### config.mk
export PLATFORM = sky130hd
export DESIGN_NAME = apb_drp_rmw_sequencer
export DESIGN_NICKNAME = d
export VERILOG_FILES = /design/src/rtl/drp_seq_pkg.sv /design/src/rtl/apb_drp_rmw_sequencer.sv
export SDC_FILE = /design/constraint.sdc
export NUM_CORES = 1
export LEC_CHECK = 0
export CELL_PAD_IN_SITES_DETAIL_PLACEMENT = 1
export CELL_PAD_IN_SITES_GLOBAL_PLACEMENT = 1
export CORE_ASPECT_RATIO = 0.9
export CORE_MARGIN = 2
export CORE_UTILIZATION = 35
export CTS_BUF_LIST = sky130_fd_sc_hd__clkbuf_8
export DETAILED_ROUTE_END_ITERATION = 12
export GPL_TIMING_DRIVEN = 0
export HOLD_SLACK_MARGIN = 0.02
export PLACE_DENSITY_LB_ADDON = 0.1
export SLEW_MARGIN = 20
export SYNTH_ARGS = -nofsm -noshare
export SYNTH_HDL_FRONTEND = slang
export SYNTH_SLANG_ARGS = --single-unit
### constraint.sdc
create_clock -name pclk -period 4 [get_ports pclk]
set_input_delay 0.6 -clock pclk [delete_from_list [all_inputs] [get_ports pclk]]
set_output_delay 0.6 -clock pclk [all_outputs]
set_load 0.01 [all_outputs]
### src/rtl/drp_seq_pkg.sv
// rtl/drp_seq_pkg.sv - shared types and helpers for the DRP read-modify-write sequencer
package drp_seq_pkg;

    typedef enum logic [2:0] {
        IDLE,
        RD_SETUP,
        RD_ACCESS,
        WR_SETUP,
        WR_ACCESS,
        NEXT,
        FINISH
    } drp_seq_state_t;

    localparam logic [1:0] ERR_NONE    = 2'd0;
    localparam logic [1:0] ERR_SLVERR  = 2'd1;
    localparam logic [1:0] ERR_TIMEOUT = 2'd2;

    // Replace the masked field of a DRP word, keep every other bit.
    function automatic logic [15:0] drp_rmw(input logic [15:0] old,
                                            input logic [15:0] mask,
                                            input logic [15:0] val);
        return (old & ~mask) | (val & mask);
    endfunction

endpackage

### src/rtl/apb_drp_rmw_sequencer.sv
// rtl/apb_drp_rmw_sequencer.sv - table-driven APB read-modify-write sequencer for one DRP window
module apb_drp_rmw_sequencer
    import drp_seq_pkg::*;
#(
    parameter int NUM_OPS    = 8,
    parameter int ADDR_WIDTH = 10,
    parameter int TIMEOUT    = 1023,
    parameter logic [NUM_OPS*ADDR_WIDTH-1:0] OP_ADDR = '0,
    parameter logic [NUM_OPS*16-1:0]         OP_MASK = '0,
    parameter logic [NUM_OPS*16-1:0]         OP_VAL0 = '0,
    parameter logic [NUM_OPS*16-1:0]         OP_VAL1 = '0
) (
    input  logic                  pclk,
    input  logic                  preset_n,
    input  logic                  start,
    input  logic                  cfg_sel,
    output logic                  busy,
    output logic                  done,
    output logic                  err,
    output logic [1:0]            err_code,
    output logic [3:0]            err_index,
    output logic [ADDR_WIDTH-1:0] paddr,
    output logic                  psel,
    output logic                  penable,
    output logic                  pwrite,
    output logic [31:0]           pwdata,
    output logic [3:0]            pstrb,
    input  logic [31:0]           prdata,
    input  logic                  pready,
    input  logic                  pslverr
);

    localparam logic [3:0]   LAST_IDX = 4'(NUM_OPS - 1);
    localparam int           TW       = $clog2(TIMEOUT + 1);
    localparam logic [TW-1:0] TO_LAST = TW'(TIMEOUT - 1);

    drp_seq_state_t state_q, state_d;
    logic [3:0]     idx_q, idx_d;
    logic           sel_q, sel_d;
    logic           failed_q, failed_d;
    logic [15:0]    wdata_q, wdata_d;
    logic [TW-1:0]  tcnt_q, tcnt_d;
    logic [1:0]     code_d;
    logic [3:0]     index_d;

    // DRP data is only 16 bits wide; the upper half of the bus carries nothing.
    logic unused_prdata_hi;
    assign unused_prdata_hi = ^prdata[31:16];

    function automatic logic [ADDR_WIDTH-1:0] op_addr(input logic [3:0] i);
        return OP_ADDR[int'(i)*ADDR_WIDTH +: ADDR_WIDTH];
    endfunction

    function automatic logic [15:0] op_mask(input logic [3:0] i);
        return OP_MASK[int'(i)*16 +: 16];
    endfunction

    function automatic logic [15:0] op_val(input logic [3:0] i, input logic sel);
        return sel ? OP_VAL1[int'(i)*16 +: 16] : OP_VAL0[int'(i)*16 +: 16];
    endfunction

    // Next-state, table walk, write-data merge and abort bookkeeping.
    always_comb begin
        state_d  = state_q;
        idx_d    = idx_q;
        sel_d    = sel_q;
        failed_d = failed_q;
        wdata_d  = wdata_q;
        tcnt_d   = tcnt_q;
        code_d   = err_code;
        index_d  = err_index;
        case (state_q)
            IDLE: begin
                if (start) begin
                    sel_d    = cfg_sel;
                    idx_d    = 4'd0;
                    failed_d = 1'b0;
                    code_d   = ERR_NONE;
                    index_d  = 4'd0;
                    // A full mask overwrites the whole register, so the read is skipped.
                    wdata_d  = drp_rmw(16'h0000, op_mask(4'd0), op_val(4'd0, cfg_sel));
                    state_d  = (op_mask(4'd0) == 16'hffff) ? WR_SETUP : RD_SETUP;
                end
            end
            RD_SETUP, WR_SETUP: begin
                tcnt_d  = '0;
                state_d = (state_q == RD_SETUP) ? RD_ACCESS : WR_ACCESS;
            end
            RD_ACCESS, WR_ACCESS: begin
                if (pready) begin
                    if (pslverr) begin
                        failed_d = 1'b1;
                        code_d   = ERR_SLVERR;
                        index_d  = idx_q;
                        state_d  = FINISH;
                    end else if (state_q == RD_ACCESS) begin
                        wdata_d = drp_rmw(prdata[15:0], op_mask(idx_q), op_val(idx_q, sel_q));
                        state_d = WR_SETUP;
                    end else begin
                        state_d = NEXT;
                    end
                end else if (tcnt_q == TO_LAST) begin
                    failed_d = 1'b1;
                    code_d   = ERR_TIMEOUT;
                    index_d  = idx_q;
                    state_d  = FINISH;
                end else begin
                    tcnt_d = tcnt_q + 1'b1;
                end
            end
            NEXT: begin
                if (idx_q == LAST_IDX) begin
                    state_d = FINISH;
                end else begin
                    idx_d   = idx_q + 4'd1;
                    wdata_d = drp_rmw(16'h0000, op_mask(idx_d), op_val(idx_d, sel_q));
                    state_d = (op_mask(idx_d) == 16'hffff) ? WR_SETUP : RD_SETUP;
                end
            end
            FINISH:  state_d = IDLE;
            default: state_d = IDLE;
        endcase
    end

    // State, run context and registered APB/status outputs.
    always_ff @(posedge pclk or negedge preset_n) begin
        if (!preset_n) begin
            state_q   <= IDLE;
            idx_q     <= 4'd0;
            sel_q     <= 1'b0;
            failed_q  <= 1'b0;
            wdata_q   <= 16'h0000;
            tcnt_q    <= '0;
            psel      <= 1'b0;
            penable   <= 1'b0;
            pwrite    <= 1'b0;
            paddr     <= '0;
            pwdata    <= 32'h0;
            pstrb     <= 4'h0;
            busy      <= 1'b0;
            done      <= 1'b0;
            err       <= 1'b0;
            err_code  <= ERR_NONE;
            err_index <= 4'd0;
        end else begin
            state_q   <= state_d;
            idx_q     <= idx_d;
            sel_q     <= sel_d;
            failed_q  <= failed_d;
            wdata_q   <= wdata_d;
            tcnt_q    <= tcnt_d;
            psel      <= state_d inside {RD_SETUP, RD_ACCESS, WR_SETUP, WR_ACCESS};
            penable   <= state_d inside {RD_ACCESS, WR_ACCESS};
            pwrite    <= state_d inside {WR_SETUP, WR_ACCESS};
            pstrb     <= (state_d inside {WR_SETUP, WR_ACCESS}) ? 4'hf : 4'h0;
            if (state_d inside {RD_SETUP, WR_SETUP}) begin
                paddr <= op_addr(idx_d);
            end
            if (state_d == WR_SETUP) begin
                pwdata <= {16'h0000, wdata_d};
            end
            busy      <= state_d inside {RD_SETUP, RD_ACCESS, WR_SETUP, WR_ACCESS, NEXT};
            done      <= (state_d == FINISH) && !failed_d;
            err       <= (state_d == FINISH) && failed_d;
            err_code  <= code_d;
            err_index <= index_d;
        end
    end

endmodule

==> run_results.csv <==
group,metric,value,unit
run_status,status,"completed",
synth,synth_cell_type_count,43,
clock_network,cts.clk_slew.worst_paths,0.09,ns
worst_setup_path,cp_num_cells,7,
sta,fin_crit_sh,0.601,
finish,mostFrequentLayoutCells,"nand2_1 (59), clkdlybuf4s50_1 (50), dfrtp_1 (46)",
route,wl,5760,um
place,placed_area,3100,sq um
sta,slew_violations,0,
floorplanning,fp.coreArea,6550,sq um
worst_setup_path,r2r_start,"tcnt_q[0]",
sta,max_freq,416,MHz
route,wire_per_inst,13.4,um
place,place_hpwl,4450,um
worst_setup_path,reg2regPathDepth,8,
worst_setup_path,criticalPathCategory,"in2reg",
route,final_antenna_net_count,0,
worst_setup_path,setup.worst_path.end_class,"register",
global_routing,antenna_found_initial,0,
synth,synthXorXnorAreaFrac,0.0216,
route,drtIter0Drc,61,
finish,instances_no_fill,431,
worst_setup_path,critPathArrivalTime,2.64,ns
worst_setup_path,r2r_end,"tcnt_q[5]",
finish,n_fill_cell,794,
finish,layout.cells.most_common,"nand2_1",
sta,final.min_clock_period,2.40,ns
worst_setup_path,critPathLaunch,"pslverr",
sta,hold_violations,0,
global_routing,grt_start_max_net_pins,32,
synth,yosysWarningCount,0,
flow_run,drv_cap,0,
clock_network,cts_sinks,46,
finish,design_area,3200,sq um
worst_setup_path,critPathCapture,"tcnt_q[5]",
clock_network,insertion_delay,0.30,ns
global_routing,gr-usage-all-layers,0.161,
clock_network,cts-root-buf,"clkbuf_8",
synth,avgSynthCellArea,9.26,sq um
route,first_pass_iters,4,
sta,setup_slack,1.60,ns
synth,yosysTopAreaCell,"dfrtp_1",
synth,ys_seq_area_frac,0.486,
clock_network,cts_resized,0,
synth,synth-edff-count,0,
route,vias,2005,
finish,fin_util,0.488,
place,placed_cells,423,
floorplanning,num_rows,28,
worst_setup_path,worst_setup_path_start_kind,"primary input",
worst_setup_path,cp_slowest_stage_delay,0.54,ns
sta,skew,0.00448,ns
global_routing,grt_pass1_vias,2029,
worst_setup_path,path_delay_family,"simple AND/OR/NAND/NOR gates",
floorplanning,dieHeight,82.1,um
place,gp_congestion,0.763,
synth,ys_seq_elements,46,
clock_network,cts_setup_buffers,0,
power_and_ir_drop,cellPowerDensity,598,nW/um^2
synth,synth_top_family_by_area,"simple AND/OR/NAND/NOR gates",
worst_setup_path,cp_cell_sequence,"clkdlybuf4s50_1 -> and2b_1 -> o21ai_0 -> a32o_1 -> xor2_2 -> or4b_1 -> nand2_1",
synth,syn_inst,256,
floorplanning,initial_core_util,0.362,
sta,holdWs,0.216,ns
synth,async_flop_share,1.00,
power_and_ir_drop,leakage,1.57,nW
finish,nets,381,
finish,syn2layout_area_growth,34.9,%
worst_setup_path,crit_fanout,9,
clock_network,cts_tree,"yes",
synth,synthSimpleGateAreaFrac,0.231,
power_and_ir_drop,peakVddDrop,0.000198,V
synth,ys.flop_type,"dfrtp_1",
synth,netlist.area_leader.share,0.486,
worst_setup_path,r2r_setup_slack,1.73,ns
sta,rsz0062_at_grt,"false",
synth,synthesis.area,2370,sq um
power_and_ir_drop,total_power,1.91,mW
finish,diodes,0,
route,drc,0,
floorplanning,io_pins,96,
finish,drive_gt1_frac,0.158,
route,post_drt_via_cell_ratio,4.65,
floorplanning,fp.dieW,90.7,um
hold_path,hp-class,"in2async",
global_routing,grt_overflow,0,
floorplanning,die_area,7450,sq um
synth,synth.area.mux_share,0.00845,
worst_setup_path,critPathRequiredTime,4.24,ns
global_routing,grt_pass1_wl,9590,um
place,numPortBuffers,51,
synth,synth_compound_area_frac,0.115,
synth,synthTopCellsByArea,"dfrtp_1 (49%), buf_4 (9.8%), nand2_1 (9.3%)",
sta,setup_viol,0,
clock_network,cts_hold_buf,0,
place,pre_cts_ws,1.28,ns
worst_setup_path,path_buf_inv,1,
worst_setup_path,critPathSlowestCell,"clkdlybuf4s50_1",
clock_network,cts_buffers,5,
synth,synth-adder-area-share,0.0158,
clock_network,cts_max_level,2,
clock_network,cts_max_path_buffers,2,
sta,setup_tns,0,ns
## logic make-up after synthesis
group | Yosys count
AOI/OAI and AO/OA | 39
xor gates and xnor gates | 5
adders and majority gates | 3
buffers and inverters | 44
DFF | 46
muxes | 2
other | 1
and+or+nand+nor | 116
## how the worst min path moves through the flow
stage / from / endpoint / slack (ns) / cells after the start
CTS: preset_n / err_code[0] / 0.22 / 1
detailed placement: pwdata[2] / pwdata[2] / 0.46 / 2
finish: preset_n / idx_q[1] / 0.22 / 1
global route: preset_n / idx_q[1] / 0.25 / 1
global placement: pwdata[14] / pwdata[14] / 0.46 / 2
floorplan: preset_n / busy / 0.30 / 0
## power by group
group          switching (mW)  internal (mW)
clock                   0.158          0.139
sequential             0.0776          0.605
combinational           0.493          0.437
## state kept, by name, summed over array words and instances, names as in the netlist, 2 cells and up
register / cells
err_code: 2
err_index: 4
idx_q: 4
pwdata: 16
state_q: 3
tcnt_q: 10
## area by class of cell
| type | count | area [sq um] | share of cell area |
|---|---|---|---|
| Timing Repair Buffer | 52 | 526 | 0.164 |
| Inverter | 6 | 22.5 | 0.00705 |
| Clock buffer | 6 | 82.6 | 0.0258 |
| Sequential cell | 46 | 1150 | 0.360 |
| Tap cell | 90 | 113 | 0.0352 |
| Buffer | 38 | 264 | 0.0826 |
| Clock inverter | 2 | 12.5 | 0.00391 |
| Multi-Input combinational cell | 191 | 1030 | 0.321 |
## Yosys cell counts, types with 3 or more instances
| cell type | instances |
|---|---|
| o31ai_1 | 4 |
| a21oi_1 | 7 |
| nand3_1 | 11 |
| and3_1 | 5 |
| nand2_1 | 59 |
| nor2_1 | 16 |
| dfrtp_1 | 46 |
| a22o_1 | 4 |
| nor2b_1 | 4 |
| or2_2 | 3 |
| buf_4 | 31 |
| nand4_1 | 3 |
| inv_1 | 6 |
| buf_2 | 4 |
| o21ai_0 | 11 |
| clkbuf_1 | 3 |
| ha_1 | 3 |
## worst register-to-register path, cell delays in order (launching register included)
cell and delay [ns]:
dfrtp_1 0.40, inv_1 0.06, ha_1 0.22, and3_1 0.19
a41o_2 0.31, o211ai_4 0.24, xor2_2 0.19, or4b_1 0.52
nand2_1 0.07
## metal layers
layer	GRT usage	share of wire	vias to the layer above	routed length (um)
met2	0.296	0.51	43	2940
met1	0.197	0.43	982	2500
li1	-	-	974	-
met4	0.0369	0.0089	0	51
met5	0	0	-	0
met3	0.0339	0.047	6	270
Power figures use the tool's default switching activity.
